--- src/rtl/rf_pkg.sv ---
// ---------------------------------------------------------------------------
// Module : rf_pkg
// Brief  : Shared register-file sizes, requester IDs and ID-width helper.
// Rev    : 1.0
// ---------------------------------------------------------------------------
`default_nettype none

package rf_pkg;

    localparam int RF_DATA_W = 16;
    localparam int RF_ADDR_W = 4;
    localparam int NUM_REGS  = 16;

    localparam int RQ_OPA = 0;
    localparam int RQ_OPB = 1;
    localparam int RQ_DBG = 2;

    // A single requester still needs a one-bit ID field.
    function automatic int id_width(input int n);
        return (n > 1) ? $clog2(n) : 1;
    endfunction

endpackage

`default_nettype wire

--- src/rtl/rr_arbiter.sv ---
// ---------------------------------------------------------------------------
// Module : rr_arbiter
// Brief  : Combinational round-robin / fixed-priority pick from a request vector.
// Rev    : 1.0
// ---------------------------------------------------------------------------
`default_nettype none

module rr_arbiter
    import rf_pkg::*;
#(
    parameter int N     = 3,
    parameter int RR_EN = 1,
    localparam int ID_W = id_width(N)
) (
    input  logic [N-1:0]    req,
    input  logic [ID_W-1:0] ptr,
    output logic [N-1:0]    gnt,
    output logic [ID_W-1:0] winner_idx,
    output logic            any
);

    logic w_found;

    // First pass covers ptr..N-1, second pass wraps to 0..ptr-1.
    always_comb begin
        gnt        = '0;
        winner_idx = '0;
        w_found    = 1'b0;
        for (int i = 0; i < N; i++) begin
            if (!w_found && req[i] && ((RR_EN == 0) || (ID_W'(i) >= ptr))) begin
                w_found    = 1'b1;
                winner_idx = ID_W'(i);
                gnt[i]     = 1'b1;
            end
        end
        for (int i = 0; i < N; i++) begin
            if (!w_found && req[i]) begin
                w_found    = 1'b1;
                winner_idx = ID_W'(i);
                gnt[i]     = 1'b1;
            end
        end
    end

    assign any = |req;

endmodule

`default_nettype wire

--- src/rtl/rf_read_arbiter.sv ---
// ---------------------------------------------------------------------------
// Module : rf_read_arbiter
// Brief  : Shares the register-file read port among requesters, 2-cycle
//          tagged read with write-first forwarding.
// Rev    : 1.0
// ---------------------------------------------------------------------------
`default_nettype none

module rf_read_arbiter
    import rf_pkg::*;
#(
    parameter int N_REQ  = 3,
    parameter int DATA_W = RF_DATA_W,
    parameter int ADDR_W = RF_ADDR_W,
    parameter int RR_EN  = 1,
    localparam int ID_W  = id_width(N_REQ)
) (
    input  logic                    clk,
    input  logic                    rst,
    input  logic [N_REQ-1:0]        req,
    input  logic [N_REQ*ADDR_W-1:0] req_addr,
    output logic [N_REQ-1:0]        gnt,
    output logic [ADDR_W-1:0]       rf_sel,
    input  logic [DATA_W-1:0]       rf_rdata,
    input  logic                    wr_en,
    input  logic [ADDR_W-1:0]       wr_addr,
    input  logic [DATA_W-1:0]       wr_data,
    output logic                    rvalid,
    output logic [ID_W-1:0]         rid,
    output logic [DATA_W-1:0]       rdata
);

    logic [N_REQ-1:0]  w_gnt;
    logic [ID_W-1:0]   w_winner;
    logic              w_any;
    logic [ADDR_W-1:0] w_sel_addr;
    logic              w_bypass;

    logic [ID_W-1:0]   r_ptr;
    logic [ID_W-1:0]   r_s1_id;
    logic              r_s1_v;

    rr_arbiter #(
        .N     (N_REQ),
        .RR_EN (RR_EN)
    ) u_arb (
        .req        (req),
        .ptr        (r_ptr),
        .gnt        (w_gnt),
        .winner_idx (w_winner),
        .any        (w_any)
    );

    assign gnt = rst ? '0 : w_gnt;

    always_comb begin
        w_sel_addr = '0;
        for (int i = 0; i < N_REQ; i++) begin
            if (w_gnt[i]) begin
                w_sel_addr = req_addr[i*ADDR_W +: ADDR_W];
            end
        end
    end

    // The register file commits this write at the same edge we capture rdata.
    assign w_bypass = wr_en && (wr_addr == rf_sel);

    always_ff @(posedge clk or posedge rst) begin
        if (rst) begin
            r_ptr   <= '0;
            rf_sel  <= '0;
            r_s1_id <= '0;
            r_s1_v  <= 1'b0;
            rvalid  <= 1'b0;
            rid     <= '0;
            rdata   <= '0;
        end else begin
            if (w_any) begin
                rf_sel  <= w_sel_addr;
                r_s1_id <= w_winner;
                // Explicit compare keeps the wrap correct for non power-of-two N_REQ.
                r_ptr   <= (w_winner == ID_W'(N_REQ - 1)) ? '0 : w_winner + ID_W'(1);
            end
            r_s1_v <= w_any;
            rvalid <= r_s1_v;
            rid    <= r_s1_id;
            if (r_s1_v) begin
                rdata <= w_bypass ? wr_data : rf_rdata;
            end
        end
    end

endmodule

`default_nettype wire
--- config.mk ---
export PLATFORM = sky130hd
export DESIGN_NAME = rf_read_arbiter
export DESIGN_NICKNAME = d
export VERILOG_FILES = /design/src/rtl/rf_pkg.sv /design/src/rtl/rr_arbiter.sv /design/src/rtl/rf_read_arbiter.sv
export SDC_FILE = /design/constraint.sdc
export NUM_CORES = 1
export LEC_CHECK = 0
export CORE_UTILIZATION = 36
export CTS_CLUSTER_DIAMETER = 150
export DETAILED_ROUTE_END_ITERATION = 12
export PLACE_DENSITY = 0.76
export REMOVE_ABC_BUFFERS = 1
export SYNTH_ARGS = -nofsm -noshare
export SYNTH_HDL_FRONTEND = slang
export SYNTH_HIERARCHICAL = 1
export SYNTH_SLANG_ARGS = --single-unit
--- constraint.sdc ---
create_clock -name clk -period 1.9 [get_ports clk]
set_input_delay 0.38 -clock clk [delete_from_list [all_inputs] [get_ports clk]]
set_output_delay 0.38 -clock clk [all_outputs]
set_load 0.05 [all_outputs]
==> results of run 1 <==
synth_stat cells:
cell	count
a21oi_1	6
a21oi_2	10
a221oi_1	2
a22oi_1	4
buf_1	1
buf_2	4
buf_4	1
buf_6	1
buf_8	1
clkbuf_1	2
dfrtp_1	28
dlygate4sd1_1	2
inv_1	5
mux2_2	6
nand2_1	6
nand2_4	1
nand2b_1	1
nand3_1	17
nor2_1	18
nor2b_1	5
nor3b_1	1
o21a_1	16
o21ai_0	1
o21ai_1	20
o221a_2	1
o22ai_1	1
o31a_1	2
xnor2_1	4
xnor2_4	1
registers in the layout, indices dropped and copies added (netlist names):
name,flops
r_s1_v,1
r_ptr,2
rf_sel,4
rdata,16
rvalid,1
r_s1_id,2
rid,2
routing by layer:
layer | share of wire | vias to the layer above | GRT usage
met5 | 0 | - | 0
met4 | 0.0078 | 0 | 0.0443
met3 | 0.050 | 5 | 0.0300
met2 | 0.50 | 38 | 0.344
met1 | 0.44 | 714 | 0.243
li1 | - | 770 | -
layout make-up:
type | instances | area (µm²)
Fill cell | 355 | 1500
Timing Repair Buffer | 98 | 960
Multi-Input combinational cell | 123 | 830
Sequential cell | 28 | 702
Tap cell | 50 | 62.6
Clock buffer | 3 | 41.3
Inverter | 5 | 18.8
metrics by stage:
stage | area (µm²) | total power, W
2_1_floorplan | 1510 | 0.00125
3_3_place_gp | 2500 | 0.00164
3_5_place_dp | 2500 | 0.00165
4_1_cts | 2580 | 0.00199
5_1_grt | 2610 | 0.00211
6_report | 2610 | 0.00199
report_power, final:
part	internal [W]	switching [W]
registers	0.000672	0.0000591
logic	0.000427	0.000525
clock network	0.000142	0.000167
logic make-up (layout without fill, tap and decap cells):
| kind of cell | after synthesis | count (layout) | synth area share |
|---|---|---|---|
| and+or+nand+nor | 49 | 49 | 0.146 |
| xor gates and xnor gates | 5 | 5 | 0.0394 |
| DFF | 28 | 28 | 0.441 |
| buffers and inverters | 17 | 106 | 0.0638 |
| muxes | 6 | 6 | 0.0425 |
| AOI/OAI and AO/OA | 63 | 63 | 0.268 |
what timing repair did:
action / CTS / global route
gates resized for setup: 10 / 3
endpoints found under the setup margin: 3 / 3
buffers inserted: 2 / 2
pin swaps: 2 / 1
worst reg2reg max path: stages (launching register included):
cell	delay [ps]
dfrtp_1	420
nor2b_2	200
a221oi_2	290
buf_4	170
nor2b_1	80
a22oi_1	160
o21ai_1	70
mux2_2	250
how the worst max path moves through the flow:
stage,startpoint,to,slack (ps),cells after the start
2_1_floorplan,r_ptr[1]$_DFFE_PP0P_,gnt[1],-360,3
3_3_place_gp,req[1],gnt[1],-180,5
3_5_place_dp,req[1],gnt[1],-210,5
4_1_cts,r_ptr[1]$_DFFE_PP0P_,gnt[1],-20,4
5_1_grt,r_ptr[1]$_DFFE_PP0P_,gnt[1],-80,4
6_report,r_ptr[1]$_DFFE_PP0P_,gnt[1],-40,4
==> impl_summary.log, run 1 <==
[metrics] run status: finished with violations
[metrics] violated checks: negative setup slack
[metrics] hold buffers post-CTS: 0
[metrics] list of cells traversed by the critical path: nor2b_2 > a221oi_2 > nor2b_4 > buf_12
[metrics] max-capacitance violation count: 0
[metrics] Sum Neg Setup Slack: -53.8 ps
[metrics] leakage power: 1.04 nW
[metrics] CTS tree: yes
[metrics] post-detailed-route count of antenna-violating nets: 0
[metrics] Worst Setup End Kind: primary output
[metrics] count of buffers from port buffering: 79
[metrics] GRT Residual Overflow: 0
[metrics] count of final hold-check violations: 0
[metrics] endpoints failing setup: 2
[metrics] number of pins exceeding their max-slew limit in the final report: 0
[metrics] netlist area before placement: 1590 µm²
[metrics] Core Util, Final: 0.635
[metrics] kind of cell adding the most delay to the critical path: simple AND/OR/NAND/NOR gates
[metrics] worst min-delay path endpoint: rid[1]$_DFF_PP0_
[metrics] Synth area leader: dfrtp_1
[metrics] kind of start point of the critical path: flop
[metrics] Max Clock Freq: 516 MHz
[metrics] number of I/O pins: 80
[metrics] length of the first detailed-routing pass in iterations: 4
[metrics] number of cells traversed by the worst register-to-register path: 7
[metrics] first-iteration detailed-routing DRC count: 94
[metrics] commonest cells after routing, fill and taps aside: clkdlybuf4s50_1, dfrtp_1, buf_4
[metrics] initial standard-cell utilization of the core: 0.386
[metrics] number of distinct library cell variants in the gate-level netlist after synthesis: 29
[metrics] Yosys warning total: 6
[metrics] WP data arrival: 1560 ps
[metrics] classification of the worst-slack hold path: reg -> reg
[metrics] total power divided by cell area: 762 nW/µm²
[metrics] ratio of cells with drive above 1 in the final layout: 0.226
[metrics] die width: 68.4 µm
[metrics] clock transition at the register clock pins on the worst setup and hold paths after CTS: 80 ps
[metrics] routability congestion estimate: 0.783
[metrics] clock tree root buffer cell: clkbuf_8
[metrics] maximum level of the CTS H-tree: 1
[metrics] Area contributors post-synth: dfrtp_1, o21a_1, o21ai_1
[metrics] Layout Skew: 2.07 ps
[metrics] Period Utilization, post-route: 1.02
[metrics] top-area cell type share of the netlist area: 0.441
[metrics] first-pass GRT wire length: 6.69 mm
[metrics] Worst Path Class, Setup: reg -> out
[metrics] maximum number of pins on one net before global-route repair: 34
[metrics] standard-cell row count: 23
[metrics] hold_sp: r_s1_id[1]$_DFFE_PP0P_
[metrics] Clock Latency Late Sink: 270 ps
[metrics] final critical path time including I/O delays and setup: 1940 ps
[metrics] maximum VDD drop: 359 µV
[metrics] instance count of the mapped netlist: 168
[metrics] final worst slack: -37.6 ps
[metrics] number of inserted diodes: 0
[metrics] worst-path cell with the longest stage delay: dfrtp_1
[metrics] clk sinks: 28
[metrics] core box area: 4120 µm²
[metrics] average routed wire per standard cell: 13.8 µm
[metrics] post-route DRC violation count: 0
[metrics] non-filler cells, final: 307
[metrics] number of buffers added by the clock tree synthesis step: 3
[metrics] setup repair after global routing missed its margin: yes
[metrics] peak fanout along the critical path: 4
[metrics] clock tree buffer depth: 2
[metrics] detailed-route via count: 1527
[metrics] ratio of routed vias to standard cells: 4.97
[metrics] maximum cell stage delay along the critical path: 420 ps
[metrics] Total Routed Length: 4.25 mm
[metrics] Slew @ Worst Pin: 510 ps
[metrics] reg-to-reg endpoint: rf_sel[3]$_DFFE_PP0P_
[metrics] data required time of the worst path: 1520 ps
[metrics] antenna violations before repair: 0
[metrics] crit path buf inv count: 1
[metrics] synthesis-stage register bit count: 28
[metrics] DP Cell Count: 300
[metrics] all-layer global routing usage: 0.194
[metrics] Final Hold Slack: 390 ps
[metrics] area enclosed by the die boundary: 4680 µm²
[metrics] Detail Placement HPWL: 3.08 mm
[metrics] worst rel slew slack: 0.659
[metrics] reg-to-reg startpoint: r_ptr[1]$_DFFE_PP0P_
[metrics] Placement Setup Slack: -206 ps
[metrics] number of global-route vias before repair: 1451
[metrics] Register-to-Register Setup Slack: 150 ps
[metrics] most common cell after layout, fill and taps aside: clkdlybuf4s50_1
[metrics] post-synthesis to final-layout area growth: 64.5%
[metrics] Hold Path Stages: 0
[metrics] Chip Height: 68.4 µm
[metrics] syn_area_per_cell: 9.46 µm²
[metrics] final-stage net count: 313
[metrics] sequential fraction of the synthesis area: 0.441
Note: power is estimated with default switching activity, not from simulation.
==> inputs of run 2 (changes only) <==
CORE_UTILIZATION = 40   (was 36)
CTS_CLUSTER_DIAMETER = 60   (was 150)
PLACE_DENSITY = 0.8   (was 0.76)
clock period = 2 ns   (was 1.9 ns; I/O delays follow)
==> impl_summary.log, run 2 (synthesized netlist as in run 1, its figures left out) <==
[metrics] Layout Skew: 5.90 ps (was 2.07 ps)
[metrics] first-pass GRT wire length: 6.71 mm (was 6.69 mm)
[metrics] CTS tree: yes (unchanged)
[metrics] endpoints failing setup: 0 (was 2)
[metrics] Register-to-Register Setup Slack: 100 ps (was 150 ps)
[metrics] capturing instance or port of the critical path: gnt[1] (unchanged)
[metrics] GRT Residual Overflow: 0 (unchanged)
[metrics] number of I/O pins: 80 (unchanged)
[metrics] ratio of routed vias to standard cells: 5.06 (was 4.97)
[metrics] maximum number of pins on one net before global-route repair: 33 (was 34)
[metrics] Worst Setup End Kind: primary output (unchanged)
[metrics] standard-cell row count: 22 (was 23)
[metrics] ratio of cells with drive above 1 in the final layout: 0.199 (was 0.226)
[metrics] setup repair after global routing missed its margin: yes (unchanged)
[metrics] Max Clock Freq: 510 MHz
[metrics] count of final hold-check violations: 0 (unchanged)
[metrics] run status: completed (was finished with violations)
[metrics] total power after layout: 0.00202 W (was 0.00199 W)
[metrics] classification of the worst-slack hold path: reg -> reg (unchanged)
[metrics] number of cells traversed by the worst register-to-register path: 8 (was 7)
[metrics] reg-to-reg endpoint: rf_sel[1]$_DFFE_PP0P_ (was rf_sel[3]$_DFFE_PP0P_)
[metrics] number of global-route vias before repair: 1453 (was 1451)
[metrics] Largest regs: rdata x16, rf_sel x4 (unchanged)
[metrics] count of buffers from port buffering: 79 (unchanged)
[metrics] clock tree root buffer cell: clkbuf_8 (unchanged)
[metrics] clock tree buffer depth: 2 (unchanged)
[metrics] register name with the most flops: rdata (unchanged)
[metrics] leakage power: 1.03 nW (was 1.04 nW)
[metrics] core box area: 3740 µm² (was 4120 µm²)
[metrics] Slew @ Worst Pin: 541 ps (was 510 ps)
[metrics] most common cell after layout, fill and taps aside: clkdlybuf4s50_1 (unchanged)
[metrics] maximum VDD drop: 444 µV (was 359 µV)
[metrics] worst rel slew slack: 0.638 (was 0.659)
[metrics] list of cells traversed by the critical path: nand2b_4 > a221oi_4 > nor2b_4 > buf_12 (was nor2b_2 > a221oi_2 > nor2b_4 > buf_12)
[metrics] Period Utilization, post-route: 0.980
[metrics] clock transition at the register clock pins on the worst setup and hold paths after CTS: 100 ps (was 80 ps)
[metrics] WP depth: 4 (unchanged)
[metrics] post-route DRC violation count: 0 (unchanged)
[metrics] final critical path time including I/O delays and setup: 1960 ps
[metrics] worst setup path startpoint: r_ptr[1]$_DFFE_PP0P_ (unchanged)
[metrics] crit path buf inv count: 1 (unchanged)
[metrics] post-synthesis to final-layout area growth: 65.3% (was 64.5%)
[metrics] final-stage net count: 311 (was 313)
[metrics] clk sinks: 28 (unchanged)
[metrics] worst-path cell with the longest stage delay: dfrtp_2 (was dfrtp_1)
[metrics] number of pins exceeding their max-slew limit in the final report: 0 (unchanged)
[metrics] die width: 65.0 µm (was 68.4 µm)
[metrics] average routed wire per standard cell: 14.2 µm (was 13.8 µm)
[metrics] Detail Placement HPWL: 3.11 mm (was 3.08 mm)
[metrics] Worst Path Class, Setup: reg -> out (unchanged)
[metrics] Total Routed Length: 4.30 mm (was 4.25 mm)
[metrics] flip-flop count of the largest register, all copies and words added: 16 (unchanged)
[metrics] initial standard-cell utilization of the core: 0.424 (was 0.386)
[metrics] kind of start point of the critical path: flop (unchanged)
[metrics] commonest cells after routing, fill and taps aside: clkdlybuf4s50_1, dfrtp_1, o21ai_1 (was clkdlybuf4s50_1, dfrtp_1, buf_4)
[metrics] antenna violations before repair: 0 (unchanged)
[metrics] routability congestion estimate: 0.862 (was 0.783)
[metrics] max-capacitance violation count: 0 (unchanged)
[metrics] Clock Latency Late Sink: 270 ps (about the same)
[metrics] Chip Height: 65.0 µm (was 68.4 µm)
[metrics] post-detailed-route count of antenna-violating nets: 0 (unchanged)
[metrics] data required time of the worst path: 1600 ps (was 1520 ps)
[metrics] total power divided by cell area: 770 nW/µm² (was 762 nW/µm²)
[metrics] Sum Neg Setup Slack: 0 ps (was -53.8 ps)
[metrics] detailed-route via count: 1539 (was 1527)
[metrics] kind of cell adding the most delay to the critical path: flip-flops (was simple AND/OR/NAND/NOR gates)
[metrics] WP data arrival: 1560 ps (about the same)
[metrics] length of the first detailed-routing pass in iterations: 4 (unchanged)
[metrics] area enclosed by the die boundary: 4230 µm² (was 4680 µm²)
[metrics] maximum cell stage delay along the critical path: 450 ps (was 420 ps)
[metrics] first-iteration detailed-routing DRC count: 76 (was 94)
[metrics] all-layer global routing usage: 0.205 (was 0.194)
[metrics] peak fanout along the critical path: 5 (was 4)
[metrics] maximum level of the CTS H-tree: 1 (unchanged)
[metrics] number of buffers added by the clock tree synthesis step: 3 (unchanged)
[metrics] reg-to-reg startpoint: r_ptr[0]$_DFFE_PP0P_ (was r_ptr[1]$_DFFE_PP0P_)
[metrics] number of inserted diodes: 0 (unchanged)
run 2: cell count changes in the layout (fill, tap and decap cells not counted):
cell | before | now
buf_12 | 4 | 2
a221oi_4 | 0 | 1
clkdlybuf4s50_1 | 67 | 72
bufinv_16 | 0 | 1
a221oi_2 | 1 | 0
buf_4 | 24 | 18
dlygate4sd2_1 | 2 | 3
run 2: power by group:
| group | leakage, nW | total, W | internal, W | switching [W] |
|---|---|---|---|---|
| clock | 0.0357 | 0.000443 | 0.000268 | 0.000176 |
| combinational | 0.668 | 0.000883 | 0.000390 | 0.000493 |
| sequential | 0.329 | 0.000697 | 0.000638 | 0.0000592 |
run 2: worst min path at each step:
stage / startpoint / end / slack, ps / cells past startpoint
global placement: r_s1_id[1]$_DFFE_PP0P_ / rid[1]$_DFF_PP0_ / 360 / 0
detailed placement: r_s1_id[0]$_DFFE_PP0P_ / rid[0]$_DFF_PP0_ / 370 / 0
finish: r_s1_id[1]$_DFFE_PP0P_ / rid[1]$_DFF_PP0_ / 400 / 0
CTS: r_s1_id[0]$_DFFE_PP0P_ / rid[0]$_DFF_PP0_ / 400 / 0
floorplan: r_s1_id[1]$_DFFE_PP0P_ / rid[1]$_DFF_PP0_ / 350 / 0
global route: r_s1_id[1]$_DFFE_PP0P_ / rid[1]$_DFF_PP0_ / 400 / 0
run 2: cell type report:
type / count / area (µm²)
clock buffer: 3 / 41.3
inverter: 5 / 18.8
fill: 319 / 1120
timing repair buffer: 96 / 933
tap: 48 / 60.1
clock inverter: 1 / 30.0
sequential: 28 / 702
multi-input combinational: 123 / 841
run 2: repair_timing:
item	4_1_cts	5_1_grt
resized for setup	9	6
pin swaps	1	2
endpoints found under the setup margin	3	2
hold buffers	0	0
buffers inserted	1	2
run 2: through the flow:
step	cell area (µm²)	util	setup slack [ps]	std cells	hold WS, ps
after global placement	2480	0.662	-161	297	358
after detailed placement	2480	0.662	-188	297	375
after floorplan	1510	-	-276	156	350
after CTS	2580	0.689	7.92	302	399
final	2630	0.702	39.2	304	396
after global routing	2630	0.702	-38.7	304	404
run 2: layer usage:
| layer | share of wire | vias to the layer above | global-route usage |
|---|---|---|---|
| li1 | - | 768 | - |
| met1 | 0.45 | 719 | 0.265 |
| met2 | 0.48 | 42 | 0.342 |
| met3 | 0.039 | 10 | 0.0299 |
| met4 | 0.027 | 0 | 0.0788 |
| met5 | 0 | - | 0 |
==> inputs of run 3 (changes only) <==
CORE_ASPECT_RATIO = 1.25   (was unset)
==> impl_summary.log, run 3 (synthesized netlist as in run 1, its figures left out) <==
[metrics] endpoints failing setup: 0 (unchanged)
[metrics] post-detailed-route count of antenna-violating nets: 0 (unchanged)
[metrics] met2 usage: 0.402 (was 0.342)
[metrics] Register-to-Register Setup Slack: 230 ps (was 100 ps)
[metrics] post-synthesis to final-layout area growth: 68.3% (was 65.3%)
[metrics] number of cells traversed by the worst register-to-register path: 7 (was 8)
[metrics] Core Util, Final: 0.706 (was 0.702)
[metrics] Chip Height: 72.5 µm (was 65.0 µm)
[metrics] max-capacitance violation count: 0 (unchanged)
[metrics] number of I/O pins: 80 (unchanged)
[metrics] Worst Setup End Kind: primary output (unchanged)
[metrics] peak fanout along the critical path: 5 (unchanged)
[metrics] total power divided by cell area: 770 nW/µm² (about the same)
[metrics] worst rel slew slack: 0.651 (was 0.638)
[metrics] clock transition at the register clock pins on the worst setup and hold paths after CTS: 100 ps (about the same)
[metrics] capturing instance or port of the critical path: gnt[1] (unchanged)
[metrics] routability congestion estimate: 0.835 (was 0.862)
[metrics] number of global-route vias before repair: 1611 (was 1453)
[metrics] most common cell after layout, fill and taps aside: clkdlybuf4s50_1 (unchanged)
[metrics] run status: completed (unchanged)
[metrics] Worst Path Class, Setup: reg -> out (unchanged)
[metrics] register name with the most flops: rdata (unchanged)
[metrics] M1 GR Usage: 0.232 (was 0.265)
[metrics] antenna violations before repair: 0 (unchanged)
[metrics] all-layer global routing usage: 0.217 (was 0.205)
[metrics] reg-to-reg startpoint: r_ptr[1]$_DFFE_PP0P_ (was r_ptr[0]$_DFFE_PP0P_)
[metrics] GRT Residual Overflow: 0 (unchanged)
[metrics] first-iteration detailed-routing DRC count: 26 (was 76)
[metrics] Layout Skew: 2.89 ps (was 5.90 ps)
[metrics] maximum VDD drop: 477 µV (was 444 µV)
[metrics] Slew @ Worst Pin: 522 ps (was 541 ps)
[metrics] number of inserted diodes: 0 (unchanged)
[metrics] Detail Placement HPWL: 3.12 mm (was 3.11 mm)
[metrics] number of pins exceeding their max-slew limit in the final report: 0 (unchanged)
[metrics] reg-to-reg endpoint: rf_sel[0]$_DFFE_PP0P_ (was rf_sel[1]$_DFFE_PP0P_)
[metrics] maximum number of pins on one net before global-route repair: 33 (unchanged)
[metrics] ratio of cells with drive above 1 in the final layout: 0.210 (was 0.199)
[metrics] clk sinks: 28 (unchanged)
[metrics] Clock Latency Late Sink: 280 ps (was 270 ps)
[metrics] non-filler cells, final: 311 (was 304)
[metrics] detailed-route via count: 1596 (was 1539)
[metrics] Sum Neg Setup Slack: 0 ps (unchanged)
[metrics] list of cells traversed by the critical path: nand2b_4 > a221oi_4 > nor2b_4 > buf_12 (unchanged)
[metrics] final-stage net count: 312 (was 311)
[metrics] DP Cell Count: 304 (was 297)
[metrics] number of buffers added by the clock tree synthesis step: 3 (unchanged)
[metrics] final critical path time including I/O delays and setup: 1990 ps (was 1960 ps)
[metrics] Period Utilization, post-route: 0.993 (was 0.980)
[metrics] post-place instance area: 2520 µm² (was 2480 µm²)
[metrics] Total Routed Length: 4.54 mm (was 4.30 mm)
[metrics] first-pass GRT wire length: 7.08 mm (was 6.71 mm)
[metrics] length of the first detailed-routing pass in iterations: 4 (unchanged)
[metrics] data required time of the worst path: 1600 ps (about the same)
[metrics] CTS tree: yes (unchanged)
[metrics] average routed wire per standard cell: 14.6 µm (was 14.2 µm)
[metrics] maximum cell stage delay along the critical path: 460 ps (was 450 ps)
[metrics] leakage power: 1.05 nW (was 1.03 nW)
[metrics] post-route DRC violation count: 0 (unchanged)
[metrics] standard-cell row count: 25 (was 22)
[metrics] WP data arrival: 1590 ps (was 1560 ps)
[metrics] ratio of routed vias to standard cells: 5.13 (was 5.06)
[metrics] fill cell instance count of the final layout: 279 (was 319)
[metrics] worst-path cell with the longest stage delay: dfrtp_2 (unchanged)
[metrics] kind of start point of the critical path: flop (unchanged)
[metrics] classification of the worst-slack hold path: reg -> reg (unchanged)
[metrics] worst setup path startpoint: r_ptr[1]$_DFFE_PP0P_ (unchanged)
[metrics] final cell area excluding filler cells: 2670 µm² (was 2630 µm²)
[metrics] flip-flop count of the largest register, all copies and words added: 16 (unchanged)
[metrics] setup repair after global routing missed its margin: yes (unchanged)
[metrics] initial standard-cell utilization of the core: 0.420 (was 0.424)
[metrics] hold buffers post-CTS: 0 (unchanged)
[metrics] count of buffers from port buffering: 79 (unchanged)
[metrics] die width: 58.4 µm (was 65.0 µm)
[metrics] maximum level of the CTS H-tree: 1 (unchanged)
[metrics] clock tree root buffer cell: clkbuf_8 (unchanged)
[metrics] busiest layer in global routing: met2 (unchanged)
[metrics] clock tree buffer depth: 2 (unchanged)
[metrics] core box area: 3780 µm² (was 3740 µm²)
[metrics] area enclosed by the die boundary: 4230 µm² (about the same)
[metrics] Max Clock Freq: 503 MHz (was 510 MHz)
[metrics] count of final hold-check violations: 0 (unchanged)
[metrics] fraction of met3 tracks used by global routing: 0.0731 (was 0.0299)
[metrics] Largest regs: rdata x16, rf_sel x4 (unchanged)
[metrics] commonest cells after routing, fill and taps aside: clkdlybuf4s50_1, dfrtp_1, o21ai_1 (unchanged)
==> run 3: cell types whose count changed in the layout (fill, tap and decap cells not counted), sizes merged <==
cell | previous run | this run
dlygate4sd2 | 3 | 2
dlymetal6s2s | 0 | 1
buf | 21 | 22
==> run 3: cell type report <==
type                       count  area, µm²  area share
sequential                    28        703       0.263
clock inverter                 1       30.0      0.0112
inverter                       5       18.8     0.00702
multi-input combinational    123        843       0.315
clock buffer                   3       41.3      0.0154
tap                           54       67.6      0.0253
timing repair buffer          97        970       0.363
==> run 3: worst min-delay path by stage <==
stage | cells after the start | slack, ps | start | endpoint
after global placement | 0 | 360 | r_s1_id[1]$_DFFE_PP0P_ | rid[1]$_DFF_PP0_
after detailed placement | 0 | 370 | r_s1_id[1]$_DFFE_PP0P_ | rid[1]$_DFF_PP0_
after global routing | 0 | 410 | r_s1_id[0]$_DFFE_PP0P_ | rid[0]$_DFF_PP0_
after floorplan | 0 | 350 | r_s1_id[1]$_DFFE_PP0P_ | rid[1]$_DFF_PP0_
final | 0 | 390 | r_s1_id[1]$_DFFE_PP0P_ | rid[1]$_DFF_PP0_
after CTS | 0 | 390 | r_s1_id[1]$_DFFE_PP0P_ | rid[1]$_DFF_PP0_
==> run 3: stage by stage <==
stage	setup slack (ps)	total power, W	hold slack [ps]
CTS	7.53	0.00203	389
global placement	-112	0.00155	364
detailed placement	-185	0.00156	365
finish	13.7	0.00206	388
global route	-62.9	0.00216	410
floorplan	-276	0.00119	350
==> run 3: report_power, final <==
part	switching, W	internal (W)
Sequential	0.0000585	0.000639
Combinational	0.000501	0.000405
Clock	0.000187	0.000268
Total	0.000747	0.00131
==> run 3: metal layers <==
layer | routed length [µm] | part of all wire
met2 | 2390 | 0.53
met3 | 337 | 0.074
met4 | 61 | 0.013
met1 | 1750 | 0.39
met5 | 0 | 0
==> run 3: worst max-delay path, delay by kind of cell (launching register included) <==
| kind | cells | cell delay, ps |
|---|---|---|
| simple gates | 2 | 390 |
| flops | 1 | 460 |
| compound gates | 1 | 310 |
| buf+inv | 1 | 150 |
==> run 3: timing repair <==
item                       in CTS  in global routing
setup endpoints to repair       3                  3
setup buffers                   1                  2
pin swaps                       2                  1
gates resized for setup         9                  8
